===== src/rtl/doubling_recursion_pkg.sv =====
// ============================================================================
// doubling_pkg : KPG carry classes and combine operator for the prefix adder
// Rev 1.0 - initial release
// ============================================================================
`default_nettype none

package doubling_pkg;

  localparam int DEFAULT_WIDTH = 16;
  localparam int DEPTH         = $clog2(DEFAULT_WIDTH);

  typedef enum logic [1:0] {
    KILL = 2'b00,
    PROP = 2'b01,
    GEN  = 2'b11
  } kpg_t;

  function automatic kpg_t kpg_classify(input logic x, input logic y);
    if (x & y)      return GEN;
    else if (x ^ y) return PROP;
    else            return KILL;
  endfunction

  // A decided upper span wins; a propagating one defers to the span below it.
  function automatic kpg_t kpg_combine(input kpg_t hi, input kpg_t lo);
    return (hi == PROP) ? lo : hi;
  endfunction

endpackage

`default_nettype wire


===== src/rtl/doubling_recursion_if.sv =====
// ============================================================================
// doubling_recursion_if : operand/result bundle of the prefix add/sub datapath
// Rev 1.0 - initial release
// ============================================================================
`default_nettype none

interface doubling_recursion_if #(
  parameter int WIDTH = 16
);
  logic [WIDTH-1:0] a;
  logic [WIDTH-1:0] b;
  logic             cin;
  logic             sgn;
  logic [WIDTH:0]   ans;

  modport master (output a, output b, output cin, output sgn, input  ans);
  modport slave  (input  a, input  b, input  cin, input  sgn, output ans);
endinterface

`default_nettype wire


===== src/rtl/doubling_recursion_kpg_cell.sv =====
// ============================================================================
// kpg_cell : one node of the recursive-doubling prefix tree
// Rev 1.0 - initial release
// ============================================================================
`default_nettype none

module kpg_cell
  import doubling_pkg::*;
(
  input  kpg_t hi,
  input  kpg_t lo,
  output kpg_t res
);
  assign res = kpg_combine(hi, lo);
endmodule

`default_nettype wire


===== src/rtl/doubling_recursion.sv =====
// ============================================================================
// doubling_recursion : registered add/subtract with Kogge-Stone KPG carries
// Optional macro INPUT_REG_EN registers the operands first (latency 2).
// Rev 1.0 - initial release
// ============================================================================
`default_nettype none

module doubling_recursion
  import doubling_pkg::*;
#(
  parameter int WIDTH = DEFAULT_WIDTH
)(
  input  logic                 clk,
  input  logic                 rst_n,
  doubling_recursion_if.slave  bus
);

  localparam int LEVELS = $clog2(WIDTH);

  logic [WIDTH-1:0] op_a;
  logic [WIDTH-1:0] op_b;
  logic             op_cin;
  logic             op_sgn;

`ifdef INPUT_REG_EN
  logic [WIDTH-1:0] a_d, a_q, b_d, b_q;
  logic             cin_d, cin_q, sgn_d, sgn_q;

  always_comb begin
    a_d   = bus.a;
    b_d   = bus.b;
    cin_d = bus.cin;
    sgn_d = bus.sgn;
  end

  always_ff @(posedge clk or negedge rst_n) begin
    if (!rst_n) begin
      a_q   <= '0;
      b_q   <= '0;
      cin_q <= 1'b0;
      sgn_q <= 1'b0;
    end else begin
      a_q   <= a_d;
      b_q   <= b_d;
      cin_q <= cin_d;
      sgn_q <= sgn_d;
    end
  end

  assign op_a   = a_q;
  assign op_b   = b_q;
  assign op_cin = cin_q;
  assign op_sgn = sgn_q;
`else
  assign op_a   = bus.a;
  assign op_b   = bus.b;
  assign op_cin = bus.cin;
  assign op_sgn = bus.sgn;
`endif

  // Subtraction is a + ~b + ~cin; the carry-out is then the inverted borrow.
  logic [WIDTH-1:0] bb;
  logic             c0;

  always_comb begin
    bb = op_sgn ? op_b : ~op_b;
    c0 = op_sgn ? op_cin : ~op_cin;
  end

  // Node 0 is the virtual carry-in bit; node i+1 holds operand bit i.
  kpg_t x0 [WIDTH+1];

  always_comb begin
    x0[0] = c0 ? GEN : KILL;
    for (int i = 0; i < WIDTH; i++) begin
      x0[i+1] = kpg_classify(op_a[i], bb[i]);
    end
  end

  for (genvar k = 0; k < LEVELS; k++) begin : g_level
    kpg_t cur [WIDTH+1];
    kpg_t nxt [WIDTH+1];

    if (k == 0) begin : g_first
      assign cur = x0;
    end else begin : g_chain
      assign cur = g_level[k-1].nxt;
    end

    for (genvar j = 0; j <= WIDTH; j++) begin : g_node
      if (j >= (1 << k)) begin : g_cell
        kpg_cell u_cell (
          .hi  (cur[j]),
          .lo  (cur[j - (1 << k)]),
          .res (nxt[j])
        );
      end else begin : g_pass
        assign nxt[j] = cur[j];
      end
    end
  end

  kpg_t tree [WIDTH+1];
  kpg_t cout_class;

  assign tree = g_level[LEVELS-1].nxt;

  // The top node spans bits 1..WIDTH only, so it can still be PROP; folding in
  // the virtual carry-in node resolves an all-propagate chain into the carry-out.
  kpg_cell u_cout (
    .hi  (tree[WIDTH]),
    .lo  (tree[0]),
    .res (cout_class)
  );

  logic [WIDTH:0]   carry;
  logic [WIDTH-1:0] sum;
  logic [WIDTH:0]   ans_d;
  logic [WIDTH:0]   ans_q;

  always_comb begin
    carry[0] = c0;
    for (int i = 1; i < WIDTH; i++) begin
      carry[i] = (tree[i] == GEN);
    end
    carry[WIDTH] = (cout_class == GEN);
    sum          = op_a ^ bb ^ carry[WIDTH-1:0];
    ans_d        = {carry[WIDTH], sum};
  end

  always_ff @(posedge clk or negedge rst_n) begin
    if (!rst_n) ans_q <= '0;
    else        ans_q <= ans_d;
  end

  assign bus.ans = ans_q;

endmodule

`default_nettype wire


===== src/flat_wrapper.sv =====
// flat-port wrapper written by rule: the top's interface ports become plain ports
module doubling_recursion_flat import doubling_pkg::*;
#(
  parameter int WIDTH = DEFAULT_WIDTH
)
  (clk, rst_n, bus_a, bus_b, bus_cin, bus_sgn, bus_ans);
  doubling_recursion_if #(.WIDTH(WIDTH)) bus_i ();
  input  logic clk;
  input  logic rst_n;
  input wire logic [$bits(bus_i.a)-1:0] bus_a;
  input wire logic [$bits(bus_i.b)-1:0] bus_b;
  input wire logic [$bits(bus_i.cin)-1:0] bus_cin;
  input wire logic [$bits(bus_i.sgn)-1:0] bus_sgn;
  output wire logic [$bits(bus_i.ans)-1:0] bus_ans;
  assign bus_i.a = bus_a;
  assign bus_i.b = bus_b;
  assign bus_i.cin = bus_cin;
  assign bus_i.sgn = bus_sgn;
  assign bus_ans = bus_i.ans;
  doubling_recursion #(.WIDTH(WIDTH)) u_core (.clk(clk), .rst_n(rst_n), .bus(bus_i));
endmodule

===== config.mk =====
export PLATFORM = sky130hd
export DESIGN_NAME = doubling_recursion_flat
export DESIGN_NICKNAME = d
export VERILOG_FILES = /design/src/rtl/doubling_recursion_pkg.sv /design/src/rtl/doubling_recursion_if.sv /design/src/rtl/doubling_recursion_kpg_cell.sv /design/src/rtl/doubling_recursion.sv /design/src/flat_wrapper.sv
export SDC_FILE = /design/constraint.sdc
export NUM_CORES = 1
export LEC_CHECK = 0
export CAP_MARGIN = 0
export CORE_MARGIN = 2
export CORE_UTILIZATION = 30
export DETAILED_ROUTE_END_ITERATION = 10
export PLACE_DENSITY = 0.64
export SKIP_LAST_GASP = 1
export SYNTH_ARGS = -nofsm -noshare
export SYNTH_HDL_FRONTEND = slang
export SYNTH_SLANG_ARGS = --single-unit

===== constraint.sdc =====
create_clock -name clk -period 0.8 [get_ports clk]
set_input_delay 0.12 -clock clk [delete_from_list [all_inputs] [get_ports clk]]
set_output_delay 0.12 -clock clk [all_outputs]
set_load 0.05 [all_outputs]

==> metrics.yaml <==
via_per_inst: 4.794
slew_headroom_pct: 68.26
core_area_um2: 7253
synth_most_common_cell: "ha_1"
period_share_pct: 267.0
timing.final.ws_setup_ns: -1.336
violations: "setup timing"
grt_max_degree: 18
yosys.area.top_type: "ha_1"
grt_pass1_vias: 2546
dr_total_vias: 2421
cts_max_path_buffers: 2
syn-mean-instance-area_um2: 9.230
clkPwrFrac_pct: 7.9
antennaDiodeCount: 0
synth-edff-count: 0
portBuffers: 52
netlist_top_cells_count: "44 x ha_1, 38 x inv_1, 22 x xnor2_1"
grt.total_usage_pct: 18.82
fin_nets: 488
hold_path_class: "in -> async"
wl_per_cell_um: 15.27
clk_pin_slew_ns: 0.09
largest_reg_flops: 17
final_cells: 505
dp_hpwl_um: 5302
syn-num-nets: 325
p_leak_nw: 2.184
finalCriticalPeriod_ns: 2.136
worst_pin_slew_ns: 0.4711
seq_power_share_pct: 16.3
finalHoldViolations: 0
cp_max_fo: 6
first_pass_iters: 4
worstSetupStartpoint: "bus_sgn"
cts-root-buf: "clkbuf_8"
cts_buffers: 3
netlist-cell-type-count: 41
grt_pass1_wl_um: 12450
finalSetupViolations: 34
power.density_nw_per_um2: 1975
cp_data_arrival_time_ns: 2.27
startpoint_type: "input pin"
irDropWorstVdd_mv: 0.6940
drt_iter0_drc: 109
syn_to_final_growth_pct: 108.3
synth_seq_area_share_pct: 18.89
ys_ff_latch: 17
slew_viol_final: 0
die_x_um: 90.65
clock.fmax_mhz: 468.1
path_class: "in -> reg"
netlist.area_leader.share_pct: 24.44
comb_power_share_pct: 75.9
start_util_pct: 31.05
syn_area_um2: 2252
htree_levels: 1
pin_count: 53
dieArea_um2: 8217
required_ns: 0.93
status: "complete, but fails checks"
synth_area_leaders: "ha_1 24%, dfrtp_1 19%, xnor2_1 8.6%"
synthCells: 244
synthArstFlopShare_pct: 100.0
grt_antenna_before_repair: 0
rsz0062_at_grt: "yes"
internal_power_w: 0.005292
row_count: 31
ys.flop_type: "dfrtp_1"
tritoncts: "built"
drive_above_1_share_pct: 58.37
yosys_warnings: 0
die_y_um: 90.65
power_switching_share_pct: 42.88
wirelength_um: 7712
grt-ovfl-total: 0
place_inst: 477
place.gp.congestion: 0.8096
maxCapViolCount: 0
drc: 0
final_antenna_net_count: 0
switching_power_w: 0.003973
cts_sinks: 17
crit_path_end_kind: "flip-flop"
total_power_w: 0.009265
[cell type report]
type                       count  area (µm²)
sequential                    17       425.4
timing repair buffer         163        1613
clock buffer                   3       41.29
multi-input combinational    184        2338
clock inverter                 1       7.507
inverter                      38       142.6
tap                           99       123.9
fill                         563        2561
[power groups by stage]
stage | Sequential [W] | Combinational, W | Clock, W
after global routing | 0.00153 | 0.00737 | 0.000757
after floorplan | 0.00257 | 0.00178 | 0
after detailed placement | 0.00154 | 0.00581 | 0
after global placement | 0.00153 | 0.00572 | 0
after CTS | 0.00152 | 0.00673 | 0.000732
final | 0.00151 | 0.00703 | 0.000729
[how the worst max path moves through the flow]
| stage | end | slack (ns) |
|---|---|---|
| finish | u_core.bus.ans[15]$_DFF_PN0_ | -1.34 |
| global route | u_core.bus.ans[15]$_DFF_PN0_ | -1.41 |
| CTS | u_core.bus.ans[15]$_DFF_PN0_ | -1.35 |
| detailed placement | u_core.bus.ans[15]$_DFF_PN0_ | -2.14 |
| global placement | u_core.bus.ans[15]$_DFF_PN0_ | -2.03 |
| floorplan | u_core.bus.ans[15]$_DFF_PN0_ | -1.54 |
[stage by stage]
step / setup slack [ns] / utilization, % / hold slack (ns) / TNS, ns / area, µm²
after floorplan: -1.536 / - / -0.1756 / -19.67 / 2395
after global placement: -2.029 / 52.67 / 0.4827 / -29.44 / 3820
after detailed placement: -2.141 / 52.67 / 0.4800 / -30.43 / 3820
after CTS: -1.349 / 63.14 / 0.1952 / -20.33 / 4579
after global routing: -1.415 / 64.69 / 0.1970 / -21.91 / 4692
final: -1.336 / 64.69 / 0.1883 / -20.60 / 4692
[cell families after synthesis]
| logic type | synth area share (%) |
|---|---|
| XOR/XNOR | 11.28 |
| flip-flops | 18.89 |
| adder cells (fa/ha/maj) | 25.33 |
| multiplexers | 13.39 |
| AND/OR/NAND/NOR | 6.944 |
| buffers and inverters | 7.944 |
| AO/OA/AOI/OAI | 16.22 |
[critical path, cell delays in order]
cell	delay, ns
buf_12	0.10
buf_12	0.14
xnor2_4	0.14
inv_2	0.07
ha_4	0.29
mux2_4	0.30
a221o_1	0.32
o21a_1	0.22
o21ai_1	0.11
or4b_1	0.45
[cells in the final DEF, fill, tap and decap left out, types with 3 or more instances in the layout]
cell	synthesis	final
buf_4	0	96
ha_1	44	28
inv_1	38	24
buf_12	0	22
clkdlybuf4s50_1	0	19
dfrtp_1	17	17
inv_2	0	14
ha_4	0	14
xnor2_2	0	11
buf_6	0	11
dlygate4sd2_1	0	10
mux2i_4	0	8
xnor2_4	0	7
mux2_4	1	7
mux2_2	13	7
o21ai_2	0	6
o211ai_1	6	6
xor2_1	7	6
a21oi_1	9	5
a211oi_2	0	5
nor2b_1	4	4
mux2i_1	14	4
nand2_1	4	4
o21ai_0	12	4
xnor2_1	22	4
a211oi_4	0	3
a221o_1	3	3
nor2_1	5	3
nand3_1	3	3
nor3_1	5	3
clkbuf_8	1	3
[per-layer routing]
metal,track usage (%),wire (µm),vias to the layer above
met4,5.385,223,0
met3,1.085,277,15
met1,23.23,3134,1169
met2,35.07,4077,71
met5,0,0,-
li1,-,-,1166
[repair_timing]
action | 4_1_cts | 5_1_grt
endpoints found under the setup margin | 34 | 34
gates resized for setup | 118 | 27
buffers inserted | 21 | 3
gates cloned | 1 | 0
hold buffers | 0 | 0
pin swaps | 34 | 16
Power figures use the tool's default switching activity.
